File: src/rtl/stopwatch_ctrl.sv
// Stopwatch sequencing controller: button edge detection, run/pause/lap FSM,
// BCD mm:ss accumulation of timer ticks and registered display digits.
module stopwatch_ctrl #(
  parameter int MAX_MIN_TENS = 5
) (
  input  logic       clk,
  input  logic       n_rst,
  input  logic       start_stop,
  input  logic       lap,
  input  logic       clear,
  input  logic       ten_sec_mode,
  input  logic       second_tick,
  output logic       timer_enable,
  output logic       ten_sec_enable,
  output logic [1:0] state,
  output logic [2:0] disp_min_tens,
  output logic [3:0] disp_min_ones,
  output logic [2:0] disp_sec_tens,
  output logic [3:0] disp_sec_ones,
  output logic       overflow
);

  typedef enum logic [1:0] {
    IDLE  = 2'b00,
    RUN   = 2'b01,
    PAUSE = 2'b10,
    LAP   = 2'b11
  } state_t;

  localparam logic [2:0] MAX_MT = 3'(MAX_MIN_TENS);

  state_t      state_r;
  state_t      state_next_s;
  logic        start_prev_r;
  logic        lap_prev_r;
  logic        clear_prev_r;
  logic        tick_prev_r;
  logic        start_edge_s;
  logic        clear_edge_s;
  logic        lap_edge_s;
  logic        tick_edge_s;
  logic        counting_s;
  logic        lap_capture_s;
  logic        clear_count_s;
  logic [13:0] count_r;
  logic [13:0] lap_count_r;
  logic [13:0] count_next_s;
  logic        overflow_next_s;
  logic [14:0] inc_s;
  logic [13:0] shown_s;

  // Packed count layout is {min_tens, min_ones, sec_tens, sec_ones}; bit 14 flags wrap.
  function automatic logic [14:0] bcd_inc(input logic [13:0] cnt, input logic ten);
    logic [2:0] mt;
    logic [3:0] mo;
    logic [2:0] st;
    logic [3:0] so;
    logic       carry;
    logic       wrap;
    {mt, mo, st, so} = cnt;
    wrap = 1'b0;
    if (ten) begin
      carry = 1'b1;
    end else if (so == 4'd9) begin
      so    = 4'd0;
      carry = 1'b1;
    end else begin
      so    = so + 4'd1;
      carry = 1'b0;
    end
    if (carry) begin
      if (st == 3'd5) begin
        st = 3'd0;
      end else begin
        st    = st + 3'd1;
        carry = 1'b0;
      end
    end else begin
      carry = 1'b0;
    end
    if (carry) begin
      if (mo == 4'd9) begin
        mo = 4'd0;
      end else begin
        mo    = mo + 4'd1;
        carry = 1'b0;
      end
    end else begin
      carry = 1'b0;
    end
    if (carry) begin
      if (mt == MAX_MT) begin
        {mt, mo, st, so} = 14'd0;
        wrap = 1'b1;
      end else begin
        mt = mt + 3'd1;
      end
    end else begin
      wrap = 1'b0;
    end
    return {wrap, mt, mo, st, so};
  endfunction

  assign start_edge_s = start_stop & ~start_prev_r;
  assign clear_edge_s = clear & ~clear_prev_r & ~start_edge_s;
  assign lap_edge_s   = lap & ~lap_prev_r & ~start_edge_s & ~(clear & ~clear_prev_r);
  assign tick_edge_s  = second_tick & ~tick_prev_r;
  assign counting_s   = (state_r == RUN) || (state_r == LAP);
  assign inc_s        = bcd_inc(count_r, ten_sec_enable);
  assign shown_s      = (state_r == LAP) ? lap_count_r : count_r;
  assign state        = state_r;

  // Next-state decode plus the lap-capture and clear strobes it implies.
  always_comb begin
    state_next_s  = state_r;
    lap_capture_s = 1'b0;
    clear_count_s = 1'b0;
    case (state_r)
      IDLE: begin
        if (start_edge_s) state_next_s = RUN;
        else              state_next_s = IDLE;
      end
      RUN: begin
        if (start_edge_s) begin
          state_next_s = PAUSE;
        end else if (lap_edge_s) begin
          state_next_s  = LAP;
          lap_capture_s = 1'b1;
        end else begin
          state_next_s = RUN;
        end
      end
      LAP: begin
        if (start_edge_s)    state_next_s = PAUSE;
        else if (lap_edge_s) state_next_s = RUN;
        else                 state_next_s = LAP;
      end
      PAUSE: begin
        if (start_edge_s) begin
          state_next_s = RUN;
        end else if (clear_edge_s) begin
          state_next_s  = IDLE;
          clear_count_s = 1'b1;
        end else begin
          state_next_s = PAUSE;
        end
      end
      default: state_next_s = IDLE;
    endcase
  end

  // Live count and sticky overflow; clear only arrives in PAUSE, when no tick counts.
  always_comb begin
    count_next_s    = count_r;
    overflow_next_s = overflow;
    if (clear_count_s) begin
      count_next_s    = 14'd0;
      overflow_next_s = 1'b0;
    end else if (counting_s && tick_edge_s) begin
      count_next_s    = inc_s[13:0];
      overflow_next_s = overflow | inc_s[14];
    end else begin
      count_next_s    = count_r;
      overflow_next_s = overflow;
    end
  end

  // State, edge-detect history, timer enable and latched period select.
  always_ff @(posedge clk or posedge n_rst) begin
    if (n_rst) begin
      state_r        <= IDLE;
      start_prev_r   <= 1'b0;
      lap_prev_r     <= 1'b0;
      clear_prev_r   <= 1'b0;
      tick_prev_r    <= 1'b0;
      timer_enable   <= 1'b0;
      ten_sec_enable <= 1'b0;
    end else begin
      state_r      <= state_next_s;
      start_prev_r <= start_stop;
      lap_prev_r   <= lap;
      clear_prev_r <= clear;
      tick_prev_r  <= second_tick;
      timer_enable <= (state_next_s == RUN) || (state_next_s == LAP);
      if (state_r == IDLE) ten_sec_enable <= ten_sec_mode;
      else                 ten_sec_enable <= ten_sec_enable;
    end
  end

  // Count, lap snapshot and overflow registers.
  always_ff @(posedge clk or posedge n_rst) begin
    if (n_rst) begin
      count_r     <= 14'd0;
      lap_count_r <= 14'd0;
      overflow    <= 1'b0;
    end else begin
      count_r  <= count_next_s;
      overflow <= overflow_next_s;
      if (lap_capture_s) lap_count_r <= count_r;
      else               lap_count_r <= lap_count_r;
    end
  end

  // Display digits follow the count/state one cycle later.
  always_ff @(posedge clk or posedge n_rst) begin
    if (n_rst) begin
      disp_min_tens <= 3'd0;
      disp_min_ones <= 4'd0;
      disp_sec_tens <= 3'd0;
      disp_sec_ones <= 4'd0;
    end else begin
      {disp_min_tens, disp_min_ones, disp_sec_tens, disp_sec_ones} <= shown_s;
    end
  end

endmodule

File: config.mk
export PLATFORM = sky130hd
export DESIGN_NAME = stopwatch_ctrl
export DESIGN_NICKNAME = d
export VERILOG_FILES = /design/src/rtl/stopwatch_ctrl.sv
export SDC_FILE = /design/constraint.sdc
export NUM_CORES = 1
export LEC_CHECK = 0
export CAP_MARGIN = 20
export CORE_MARGIN = 2
export CORE_UTILIZATION = 40
export DETAILED_ROUTE_END_ITERATION = 8
export PLACE_DENSITY = 0.71
export SYNTH_ARGS = -nofsm -noshare
export SYNTH_HDL_FRONTEND = slang
export SYNTH_SLANG_ARGS = --single-unit
File: constraint.sdc
create_clock -name clk -period 2.4 [get_ports clk]
set_clock_uncertainty 0.2 [all_clocks]
set_input_delay 0.48 -clock clk [delete_from_list [all_inputs] [get_ports clk]]
set_output_delay 0.48 -clock clk [all_outputs]
set_load 0.1 [all_outputs]
After elaboration in Yosys (flattened, before gate mapping)
Index checks and enable logic that the tools add are counted.
{"block": "classes", "multipliers": 0, "n_div": 0, "bitwise": 14, "addsub": 4, "eq_ne": 9, "n_mux": 41, "order_cmp": 0, "shifts": 0, "n_reduce_logical": 7}
{"cell": "$mux W14", "count": 3}
{"cell": "$mux W4", "count": 8}
{"cell": "$mux W3", "count": 6}
{"cell": "$mux W1", "count": 17}
{"cell": "$mux W2", "count": 6}
{"cell": "$add A4 B1 Y4 const B", "count": 2}
{"cell": "$eq A4 B4 Y1 const B", "count": 2}
{"cell": "$pmux W2 S4", "count": 1}
{"cell": "$and A1 B1 Y1", "count": 7}
{"cell": "$add A3 B1 Y3 const B", "count": 2}
{"cell": "$eq A2 B2 Y1 const B", "count": 3}
{"cell": "$eq A3 B3 Y1 const B", "count": 2}
{"cell": "$not A1 Y1", "count": 6}
{"cell": "$eq A2 B1 Y1 const B", "count": 2}
{"cell": "$reduce_bool A2 Y1", "count": 2}
{"cell": "$logic_not A2 Y1", "count": 1}
{"cell": "$logic_or A1 B1 Y1", "count": 2}
{"cell": "$reduce_and A2 Y1", "count": 1}
{"cell": "$logic_and A1 B1 Y1", "count": 1}
{"cell": "$or A1 B1 Y1", "count": 1}
{"block": "word_totals", "ramBits": 0, "rom_bits": 0, "memories": 0, "wordCells": 90, "inputBits": 7, "reg_bits": 51, "output_inout_bits": 19, "latchBits": 0}

Logic depth before layout (Yosys ltp)
Gate-level depths: netlist of run 1.
{"block": "logic_depth", "ltp_word": 10, "mapped_depth": 6, "ltp_nobuf": 6}

Worst setup path after synthesis of run 1
No wires, ideal clock.
{"block": "synth_timing", "path_kind": "flip-flop to flip-flop", "from": "register state_r[0], in the netlist state[0]", "to": "register count_r[12]", "period_less_slack_ns": 2.349, "setup_time_ns": 0.078, "n_path_buf": 2, "t_required_ns": 2.122, "arrival_time_ns": 2.071, "stages_incl_launch_ff": 7, "slack_ns": 0.051, "cell_sequence": "dfrtp_1 -> buf_6 -> and3b_1 -> clkbuf_4 -> o2111ai_4 -> or4_1 -> a21oi_1"}
{"block": "synth_via", "elab_chain_cells": 5, "word_cells_on_any_way": 10, "classes_between": "eq/ne: 3; mux: 2; reduce/logical: 5"}
{"item": "from (decl)", "line": "32", "rtl": "state_t state_r;"}
{"item": "from (signal assigned)", "line": "179", "rtl": "state_r <= state_next_s;"}
{"item": "$eq A2 B1 Y1 / $eq A2 B2 Y1 (equally long branches)", "line": "108", "rtl": "assign counting_s = (state_r == RUN) || (state_r == LAP);"}
{"item": "$logic_or A1 B1 Y1", "line": "108"}
{"item": "$logic_and A1 B1 Y1", "line": "159", "rtl": "end else if (counting_s && tick_edge_s) begin"}
{"item": "$reduce_bool A2 Y1 (no line)"}
{"item": "$reduce_and A2 Y1 (no line)"}
{"item": "to (signal assigned)", "line": "197", "rtl": "count_r <= count_next_s;"}
{"item": "to (decl)", "line": "45", "rtl": "logic [13:0] count_r;"}
Several ways; a longest one is shown, not always the timed one.
A chain may end at the register's enable or synchronous reset.

Worst setup path after layout of run 1
{"block": "layout_timing", "from": "register count_r[1]", "to": "register count_r[10]"}
{"block": "layout_via", "elab_chain_cells": 9, "word_cells_on_any_way": 10, "classes_between": "eq/ne: 1; mux: 9"}
{"item": "$eq A4 B4 Y1 (*)", "line": "64", "rtl": "end else if (so == 4'd9) begin"}
{"item": "$mux W1 (*)", "line": "64"}
{"item": "$mux W1 (*)", "line": "62", "rtl": "if (ten) begin"}
{"item": "$mux W1 (*)", "line": "71", "rtl": "if (carry) begin"}
{"item": "$mux W4", "line": "81", "rtl": "if (carry) begin"}
{"item": "$mux W4", "line": "92", "rtl": "if (mt == MAX_MT) begin"}
{"item": "$mux W4 (*)", "line": "91", "rtl": "if (carry) begin"}
{"item": "$mux W14 (*)", "line": "159"}
{"item": "$mux W14 (*)", "line": "156", "rtl": "if (clear_count_s) begin"}
Every way passes the cells marked *; elsewhere a longest branch is shown, timed or not. The select of a mux whose other input is x is not followed.

==> out/qor.csv, run 1 <==
stage,metric,value,unit
cts,Post-CTS Setup Bufs,0,
critical_path,RR Startpoint,count_r[1],
outcome,run status,"finished, final reports clean",
synth,Synth Instances,183,
floorplanning,Top Ports,26,
detailed_routing,Vias,1491,
placement,input/output buffers,25,
synth,biggest area consumer among synthesized cells,dfrtp_1,
floorplanning,Initial Util,0.416,
critical_path,crit-path max cell delay,430,ps
floorplanning,chip width,79.9,um
cts,CTS tree,built,
critical_path,Worst Path Buf+Inv,1,
critical_path,type of destination of the critical path,flip-flop,
global_route,met1 GRT Util,0.178,
cells_and_area,antenna cell count,0,
cells_and_area,"final std cell area, no fill",2780,um2
cells_and_area,fillers,514,
floorplanning,Core ar.,5540,um2
floorplanning,Die Area,6390,um2
cts,cts hold-fix bufs,0,
critical_path,kind of cell adding the most delay to the critical path,compound AO/OA/AOI/OAI gates,
timing,Peak Freq,503,MHz
cts,Skew-Pair Late Insertion Delay,310,ps
global_route,largest net degree at the start of global routing,33,
critical_path,"setup slack, reg-to-reg",410,ps
global_route,GRT met3 Usage,0.0373,
global_route,GRT overflow,0,
global_route,initial antenna violation count,0,
placement,Placed Area,2670,um2
synth,post-synth cell types,42,
cts,Sinks on Clock Net,51,
global_route,total track usage,0.135,
placement,gp weighted congestion,0.815,
detailed_routing,DR pass1 iterations,4,
global_route,met2 Use GR,0.215,
synth,largest cells by area after synthesis,"dfrtp_1 (55%), mux2_2 (13%), a21oi_1 (2.2%)",
power_and_ir_drop,Leak Pwr,1.28,nW
timing,setup ws final,412,ps
cts,CTS root buffer,clkbuf_8,
timing,slew margin rel.,0.707,
critical_path,"slowest stage cell, crit path",dfrtp_1,
cells_and_area,layout cells sized above 1,0.335,
cells_and_area,Multi-input gate area,957,um2
placement,HPWL after DPL,2.67,mm
detailed_routing,vias per cell,5.14,
timing,RSZ-0062 raised after global routing,false,
cells_and_area,"commonest cells after routing, fill and taps aside","dfrtp_1 (51), mux2_2 (27), buf_4 (24)",
cts,Clock Pin Slew Worst Setup and Hold Paths,90,ps
cts,cts bufs inserted,5,
cells_and_area,area grow syn2layout,20.7,%
critical_path,critical path class,flip-flop to flip-flop,
critical_path,CP startpoint kind,flip-flop,
synth,"FF+latch count, synth",51,
timing,final setup TNS,0,ps
floorplanning,Row Count,27,
critical_path,CP Cell Sequence,inv_1 -> ha_1 -> nand3b_4 -> a211oi_4 -> a41oi_1 -> a311oi_1,
power_and_ir_drop,Peak VDD IR,0.000663,V
timing,Final Hold Viols,0,
placement,pre-CTS WS,128,ps
power_and_ir_drop,cell area power density,1100,nW/um2
timing,Tmin final,1990,ps
global_route,GRT Max-Usage Layer,met2,
timing,max-slew violations,0,
detailed_routing,WL final,3.91,mm
detailed_routing,DRC errors left,0,
timing,measured slew at the worst slew-check pin,439,ps
power_and_ir_drop,Tot Pwr,3.06,mW
floorplanning,die height,79.9,um
synth,Mapped Area,2310,um2
timing,Fin Hold WS,288,ps
critical_path,CP Data Arrival Time,1990,ps
synth,Synth top area share,0.553,
worst_hold_path,Hold Crit Class,input port to async pin,
synth,Syn Nets,194,
cells_and_area,Seq. cell area,1280,um2
timing,period utilization,0.828,
global_route,vias in the first global route,1424,
synth,Yosys warning total,0,
critical_path,"Req. time, crit path",2400,ps
synth,register area share after synthesis,0.553,
critical_path,Crit Reg-Reg Endpoint,count_r[10],
critical_path,worst r2r path cells,6,
synth,mean post-synth cell area,12.6,um2
detailed_routing,routed length per instance,13.5,um
timing,final number of setup-violating endpoints,0,
cts,Clock Tree Buf Depth,2,
detailed_routing,post-route antenna net violation count,0,
detailed_routing,initial detailed-routing violation count,57,
cells_and_area,Final #Nets,228,
run,Maximum Capacitance Violations,0,
critical_path,Worst Path Max Fanout,5,
global_route,first-pass GRT wire length,6.64,mm
cells_and_area,"commonest non-fill, non-tap cell in the layout",dfrtp_1,
cts,CTS resizes,0,
cts,H-Tree Level Count,2,
## per-stage QoR
step / util / instances
final: 0.502 / 290
after global routing: 0.502 / 290
after CTS: 0.502 / 290
after detailed placement: 0.481 / 282
after global placement: 0.481 / 282
after floorplan: - / 183
## layout make-up
type                       count  share of cell area
multi-input combinational    119               0.344
sequential                    51               0.458
clock buffer                   6              0.0297
clock inverter                 2              0.0126
inverter                       6             0.00809
tap                           72              0.0324
timing repair buffer          34               0.115
## cells by family after synthesis
group | count (synthesis) | synth area share
mux | 31 | 0.150
compound gates | 34 | 0.108
fa+ha+maj | 4 | 0.0217
simple gates | 48 | 0.128
buf+inv | 13 | 0.0315
xor+xnor | 2 | 0.00760
flops | 51 | 0.553
## per-layer routing
layer | part of all wire | wire [um] | vias up
li1 | - | - | 724
met1 | 0.49 | 1900 | 743
met2 | 0.47 | 1820 | 19
met3 | 0.035 | 137 | 5
met4 | 0.012 | 48 | 0
met5 | 0 | 0 | -
## worst max path at each step
stage,start,endpoint,slack [ps],cells after the start
2_1_floorplan,state[0],count_r[12],50,6
3_3_place_gp,clear,count_r[3],180,6
3_5_place_dp,clear,count_r[3],130,6
4_1_cts,count_r[1],count_r[10],400,6
5_1_grt,count_r[0],count_r[10],270,5
6_report,count_r[1],count_r[10],410,6
## cells in the mapped netlist (all sizes together)
cell type	n
nor2b	3
o211ai	1
dfrtp	51
and3	1
clkbuf	2
o21ai	10
a211oi	2
nor2	7
a41oi	1
a22o	1
a2111oi	2
or3	1
nand2	12
inv	6
o2111ai	1
nand2b	6
xnor2	2
o22ai	1
mux2i	3
and3b	5
or4	1
nand3b	4
mux2	28
ha	4
buf	5
o311ai	1
a31oi	2
a311oi	1
nand3	5
nand4b	2
a21oi	10
o31a	1
nor3b	1
## state kept, by name (all words and copies together) (netlist names)
name / count
count_r: 14
disp_sec_tens: 3
start_prev_r: 1
tick_prev_r: 1
lap_count_r: 14
disp_min_ones: 4
state: 2
timer_enable: 1
disp_sec_ones: 4
overflow: 1
lap_prev_r: 1
clear_prev_r: 1
ten_sec_enable: 1
disp_min_tens: 3
## report_power, final
group | switching (mW) | leakage (nW) | internal [mW] | total (mW)
sequential | 0.151 | 0.653 | 1.03 | 1.18
combinational | 0.858 | 0.568 | 0.414 | 1.27
clock | 0.274 | 0.0612 | 0.337 | 0.612
No activity file was read; power rests on OpenSTA's default activity.
==> run 2: changes to the inputs <==
--- a/config.mk
+++ b/config.mk
@@ -9,7 +9,7 @@
 export CORE_MARGIN = 2
 export CORE_UTILIZATION = 40
 export DETAILED_ROUTE_END_ITERATION = 8
-export PLACE_DENSITY = 0.71
+export PLACE_DENSITY = 0.73
 export SYNTH_ARGS = -nofsm -noshare
 export SYNTH_HDL_FRONTEND = slang
 export SYNTH_SLANG_ARGS = --single-unit
==> constraint.sdc (replaced) <==
create_clock -name clk -period 1.77 [get_ports clk]
set_clock_uncertainty 0.2 [all_clocks]
set_input_delay 0.354 -clock clk [delete_from_list [all_inputs] [get_ports clk]]
set_output_delay 0.354 -clock clk [all_outputs]
set_load 0.1 [all_outputs]
==> out/qor.csv, run 2 (synthesized netlist as in run 1, its figures left out) <==
stage,metric,value,unit,change
cells_and_area,antenna cell count,0,,unchanged
placement,gp weighted congestion,0.888,,was 0.815
cts,Sinks on Clock Net,51,,unchanged
detailed_routing,routed length per instance,14.5,um,was 13.5 um
detailed_routing,vias per cell,5.22,,was 5.14
critical_path,CP Data Arrival Time,1850,ps,was 1990 ps
placement,HPWL after DPL,3.03,mm,was 2.67 mm
outcome,run status,finished with violations,,"was finished, final reports clean"
worst_hold_path,Hold Crit Class,input port to flip-flop,,was input port to async pin
detailed_routing,DRC errors left,0,,unchanged
timing,measured slew at the worst slew-check pin,351,ps,was 439 ps
global_route,largest net degree at the start of global routing,52,,was 33
global_route,initial antenna violation count,0,,unchanged
run,Maximum Capacitance Violations,0,,unchanged
timing,Tmin final,1820,ps,was 1990 ps
floorplanning,die height,79.9,um,unchanged
critical_path,type of destination of the critical path,flip-flop,,unchanged
detailed_routing,post-route antenna net violation count,0,,unchanged
cells_and_area,layout cells sized above 1,0.444,,was 0.335
outcome,failing checks,setup timing,,
cts,Clock Tree Buf Depth,2,,unchanged
cells_and_area,"commonest non-fill, non-tap cell in the layout",dfrtp_1,,unchanged
cts,H-Tree Level Count,2,,unchanged
cts,Skew-Pair Late Insertion Delay,300,ps,was 310 ps
timing,Peak Freq,551,MHz,was 503 MHz
timing,final number of setup-violating endpoints,1,,was 0
cells_and_area,Final Util,0.587,,was 0.502
cells_and_area,area grow syn2layout,41.1,%,was 20.7%
critical_path,CP startpoint kind,flip-flop,,unchanged
detailed_routing,initial detailed-routing violation count,112,,was 57
timing,period utilization,1.03,,was 0.828
power_and_ir_drop,Leak Pwr,1.49,nW,was 1.28 nW
floorplanning,Row Count,27,,unchanged
cts,CTS root buffer,clkbuf_8,,unchanged
timing,RSZ-0062 raised after global routing,true,,was false
placement,input/output buffers,25,,unchanged
floorplanning,Die Area,6390,um2,unchanged
cts,CTS tree,built,,unchanged
timing,final setup TNS,-46.2,ps,was 0 ps
cells_and_area,Final #Nets,254,,was 228
placement,placed cell count,301,,was 282
floorplanning,Core ar.,5540,um2,unchanged
global_route,total track usage,0.152,,was 0.135
power_and_ir_drop,Peak VDD IR,0.000878,V,was 0.000663 V
power_and_ir_drop,Tot Pwr,4.50,mW,was 3.06 mW
floorplanning,chip width,79.9,um,unchanged
timing,setup ws final,-46.2,ps,was 412 ps
cts,Clock Pin Slew Worst Setup and Hold Paths,80,ps,was 90 ps
global_route,vias in the first global route,1612,,was 1424
detailed_routing,Vias,1644,,was 1491
timing,Final Hold Viols,0,,unchanged
critical_path,critical path class,flip-flop to flip-flop,,unchanged
timing,max-slew violations,0,,unchanged
cells_and_area,"commonest cells after routing, fill and taps aside","dfrtp_1 (48), buf_4 (29), mux2_2 (27)",,"was dfrtp_1 (51), mux2_2 (27), buf_4 (24)"
detailed_routing,DR pass1 iterations,4,,unchanged
power_and_ir_drop,cell area power density,1380,nW/um2,was 1100 nW/um2
critical_path,Worst Path Max Fanout,4,,was 5
cells_and_area,biggest regs,"count_r x14, lap_count_r x14",,unchanged
critical_path,"Req. time, crit path",1800,ps,was 2400 ps
cts,cts bufs inserted,5,,unchanged
floorplanning,Initial Util,0.416,,unchanged
cells_and_area,"non-filler cells, final",315,,was 290
global_route,GRT overflow,0,,unchanged
detailed_routing,WL final,4.56,mm,was 3.91 mm
global_route,first-pass GRT wire length,7.51,mm,was 6.64 mm
timing,slew margin rel.,0.763,,was 0.707
floorplanning,Top Ports,26,,unchanged
## run 2: cell count changes in the layout (fill, tap and decap cells not counted), sizes merged, moves of 2 or more
cell,delta
buf,+24
dlymetal6s2s,+3
clkbuf,+2
clkdlybuf4s50,-3
## run 2: report_power, final
group | switching [mW] | total, mW | internal (mW)
registers | 0.205 | 1.61 | 1.40
logic | 1.31 | 2.27 | 0.964
clock network | 0.349 | 0.622 | 0.273
## run 2: routing by layer
| layer | share of wire | track usage | routed length (um) | vias up |
|---|---|---|---|---|
| met4 | 0.015 | 0.0542 | 67 | 0 |
| met3 | 0.046 | 0.0373 | 210 | 6 |
| met5 | 0 | 0 | 0 | - |
| li1 | - | - | - | 776 |
| met1 | 0.43 | 0.201 | 1970 | 821 |
| met2 | 0.51 | 0.242 | 2310 | 41 |
## run 2: final timing paths
kind	from	to	slack, ps	cells past startpoint
max	count_r[1]	count_r[12]	-50	6
min	second_tick	tick_prev_r	20	1
max reg2reg	count_r[1]	count_r[12]	-50	6
min reg2reg	lap_count_r[8]	lap_count_r[8]	290	1
max in group asynchronous	n_rst	state[1]	870	3
min in group asynchronous	n_rst	disp_sec_tens[1]	270	3
## run 2: area by class of cell
| type | count | area, um2 |
|---|---|---|
| fillers | 451 | 2290 |
| repair buffers | 60 | 763 |
| flip-flops and latches | 51 | 1280 |
| inverters | 6 | 26.3 |
| well taps | 72 | 90.1 |
| clock buffers | 7 | 76.3 |
| multi-input cells | 119 | 1020 |
## run 2: critical path, cell delays in order (launching register included)
cell and delay (ps):
dfrtp_1 400, inv_2 80, ha_4 150, and3b_4 240, o2111ai_4 130, or4_4 430
a21oi_2 120
## run 2: timing repair
action | CTS | global route
buffers inserted | 0 | 5
hold endpoints to repair | 0 | 1
gates resized for setup | 6 | 13
hold buffers | 0 | 1
pin swaps | 0 | 8
gates cloned | 0 | 1
endpoints found under the setup margin | 10 | 9
## run 2: through the flow
stage               hold WS (ps)  instance area [um2]  setup slack [ps]
floorplan                    185                 2340              -291
global placement             272                 3030              -325
detailed placement           281                 3030              -403
CTS                          285                 3140             -29.9
global route                24.0                 3250              -100
finish                      19.2                 3250             -46.2
==> run 3: changes to the inputs <==
--- a/config.mk
+++ b/config.mk
@@ -9,7 +9,7 @@
 export CORE_MARGIN = 2
 export CORE_UTILIZATION = 40
 export DETAILED_ROUTE_END_ITERATION = 8
-export PLACE_DENSITY = 0.73
+export PLACE_DENSITY = 0.71
 export SYNTH_ARGS = -nofsm -noshare
 export SYNTH_HDL_FRONTEND = slang
 export SYNTH_SLANG_ARGS = --single-unit
==> out/qor.csv, run 3 (synthesized netlist as in run 1, its figures left out) <==
stage,metric,value,unit,change
cells_and_area,antenna cell count,0,,unchanged
global_route,GRT overflow,0,,unchanged
critical_path,CP Data Arrival Time,1810,ps,was 1850 ps
global_route,total track usage,0.163,,was 0.152
cts,CTS tree,built,,unchanged
detailed_routing,Vias,1621,,was 1644
global_route,initial antenna violation count,0,,unchanged
cells_and_area,"commonest non-fill, non-tap cell in the layout",dfrtp_1,,unchanged
placement,placed cell count,300,,was 301
worst_hold_path,Hold Crit Class,input port to flip-flop,,unchanged
timing,Fin Hold WS,39.0,ps,was 19.2 ps
cts,CTS root buffer,clkbuf_8,,unchanged
critical_path,CP Cell Sequence,inv_1 -> ha_2 -> and3b_2 -> o2111ai_4 -> or4_1 -> a21oi_1,,was inv_2 -> ha_4 -> and3b_4 -> o2111ai_4 -> or4_4 -> a21oi_2
detailed_routing,DRC errors left,0,,unchanged
detailed_routing,DR pass1 iterations,4,,unchanged
cts,Clock Pin Slew Worst Setup and Hold Paths,90,ps,was 80 ps
floorplanning,Initial Util,0.416,,unchanged
placement,HPWL after DPL,3.06,mm,was 3.03 mm
detailed_routing,post-route antenna net violation count,0,,unchanged
detailed_routing,WL final,4.49,mm,was 4.56 mm
run,Maximum Capacitance Violations,0,,unchanged
timing,max-slew violations,0,,unchanged
cts,Sinks on Clock Net,51,,unchanged
power_and_ir_drop,Psw,1.90,mW,was 1.86 mW
power_and_ir_drop,Switching Fraction,0.402,,was 0.414
critical_path,crit-path max cell delay,400,ps,was 430 ps
global_route,first-pass GRT wire length,7.98,mm,was 7.51 mm
critical_path,critical path class,flip-flop to flip-flop,,unchanged
timing,period utilization,1.00,,was 1.03
timing,RSZ-0062 raised after global routing,true,,unchanged
floorplanning,chip width,79.9,um,unchanged
detailed_routing,routed length per instance,14.3,um,was 14.5 um
timing,slew margin rel.,0.729,,was 0.763
critical_path,Worst Path Max Fanout,3,,was 4
critical_path,Worst Path Buf+Inv,1,,unchanged
cts,H-Tree Level Count,2,,unchanged
timing,final number of setup-violating endpoints,1,,unchanged
floorplanning,Row Count,27,,unchanged
power_and_ir_drop,internal power,2.83,mW,was 2.64 mW
critical_path,CP startpoint kind,flip-flop,,unchanged
floorplanning,die height,79.9,um,unchanged
critical_path,type of destination of the critical path,flip-flop,,unchanged
power_and_ir_drop,Peak VDD IR,0.000817,V,was 0.000878 V
timing,Peak Freq,564,MHz,was 551 MHz
cells_and_area,"commonest cells after routing, fill and taps aside","dfrtp_1 (48), buf_4 (29), mux2_2 (27)",,unchanged
timing,setup ws final,-2.11,ps,was -46.2 ps
timing,Final Hold Viols,0,,unchanged
power_and_ir_drop,Reg power frac,0.341,,was 0.357
global_route,largest net degree at the start of global routing,52,,unchanged
cells_and_area,"non-filler cells, final",314,,was 315
floorplanning,Top Ports,26,,unchanged
power_and_ir_drop,Gate power share,0.482,,was 0.505
placement,pre-CTS WS,-347,ps,was -403 ps
detailed_routing,initial detailed-routing violation count,103,,was 112
detailed_routing,vias per cell,5.16,,was 5.22
timing,Tmin final,1770,ps,was 1820 ps
cells_and_area,biggest regs,"count_r x14, lap_count_r x14",,unchanged
placement,input/output buffers,25,,unchanged
power_and_ir_drop,Clk pwr share,0.177,,was 0.138
cts,cts hold-fix bufs,0,,unchanged
power_and_ir_drop,Leak Pwr,1.47,nW,was 1.49 nW
power_and_ir_drop,Tot Pwr,4.72,mW,was 4.50 mW
outcome,failing checks,setup timing,,unchanged
critical_path,"setup slack, reg-to-reg",-2,ps,was -50 ps
outcome,run status,finished with violations,,unchanged
critical_path,kind of cell adding the most delay to the critical path,simple AND/OR/NAND/NOR gates,,unchanged
floorplanning,Core ar.,5540,um2,unchanged
floorplanning,Die Area,6390,um2,unchanged
cells_and_area,area grow syn2layout,41.1,%,about the same
critical_path,"slowest stage cell, crit path",or4_1,,was or4_4
timing,measured slew at the worst slew-check pin,404,ps,was 351 ps
cts,cts bufs inserted,5,,unchanged
cells_and_area,Final #Nets,252,,was 254
global_route,vias in the first global route,1645,,was 1612
power_and_ir_drop,cell area power density,1450,nW/um2,was 1380 nW/um2
placement,gp weighted congestion,0.830,,was 0.888
cts,Skew-Pair Late Insertion Delay,310,ps,was 300 ps
critical_path,"Req. time, crit path",1810,ps,was 1800 ps
cells_and_area,layout cells sized above 1,0.459,,was 0.444
cts,Clock Tree Buf Depth,2,,unchanged
run 3: path summary, 6_finish.rpt:
check,from,endpoint,depth (start not counted)
min in group asynchronous,n_rst,disp_sec_tens[1],3
hold / removal,second_tick,tick_prev_r,1
max in group asynchronous,n_rst,state[1],3
setup reg to reg,count_r[8],count_r[12],6
setup / recovery,count_r[8],count_r[12],6
hold reg to reg,lap_count_r[8],lap_count_r[8],1
run 3: worst register-to-register path, delay by kind of cell (launching register included):
family | cells | cell delay (ps)
DFF | 1 | 380
adders and majority gates | 1 | 170
AOI/OAI and AO/OA | 2 | 250
and+or+nand+nor | 2 | 640
buffers and inverters | 1 | 60
run 3: per-layer routing:
metal,vias to the layer above,track usage,wire (um)
met2,43,0.265,2200
met1,790,0.211,1990
met3,11,0.0407,196
met4,0,0.0593,95
li1,777,-,-
met5,-,0,0
run 3: repair_timing:
item	in CTS	in global routing
setup endpoints to repair	12	13
gates resized for setup	5	9
buffers inserted	3	3
pin swaps	1	11
run 3: area by class of cell:
class                      count  area [um2]
fill                         452        2290
sequential                    51        1280
multi-input combinational    119        1010
timing repair buffer          58         732
tap                           72        90.1
clock buffer                   6        82.6
clock inverter                 2        35.0
inverter                       6        26.3
run 3: metrics by stage:
step | setup TNS, ps | area, um2 | util
after floorplan | -3010 | 2340 | -
after global placement | -6400 | 3040 | 0.549
after detailed placement | -7280 | 3040 | 0.549
after CTS | -4.71 | 3210 | 0.579
after global routing | -259 | 3250 | 0.587
final | -2.11 | 3250 | 0.587
run 3: power by group through the flow:
stage,Clock (mW),Sequential [mW],Combinational [mW]
2_1_floorplan,0,2.32,0.669
3_3_place_gp,0,1.61,2.17
3_5_place_dp,0,1.63,2.20
4_1_cts,0.858,1.61,2.26
5_1_grt,0.917,1.65,2.40
6_report,0.836,1.61,2.28
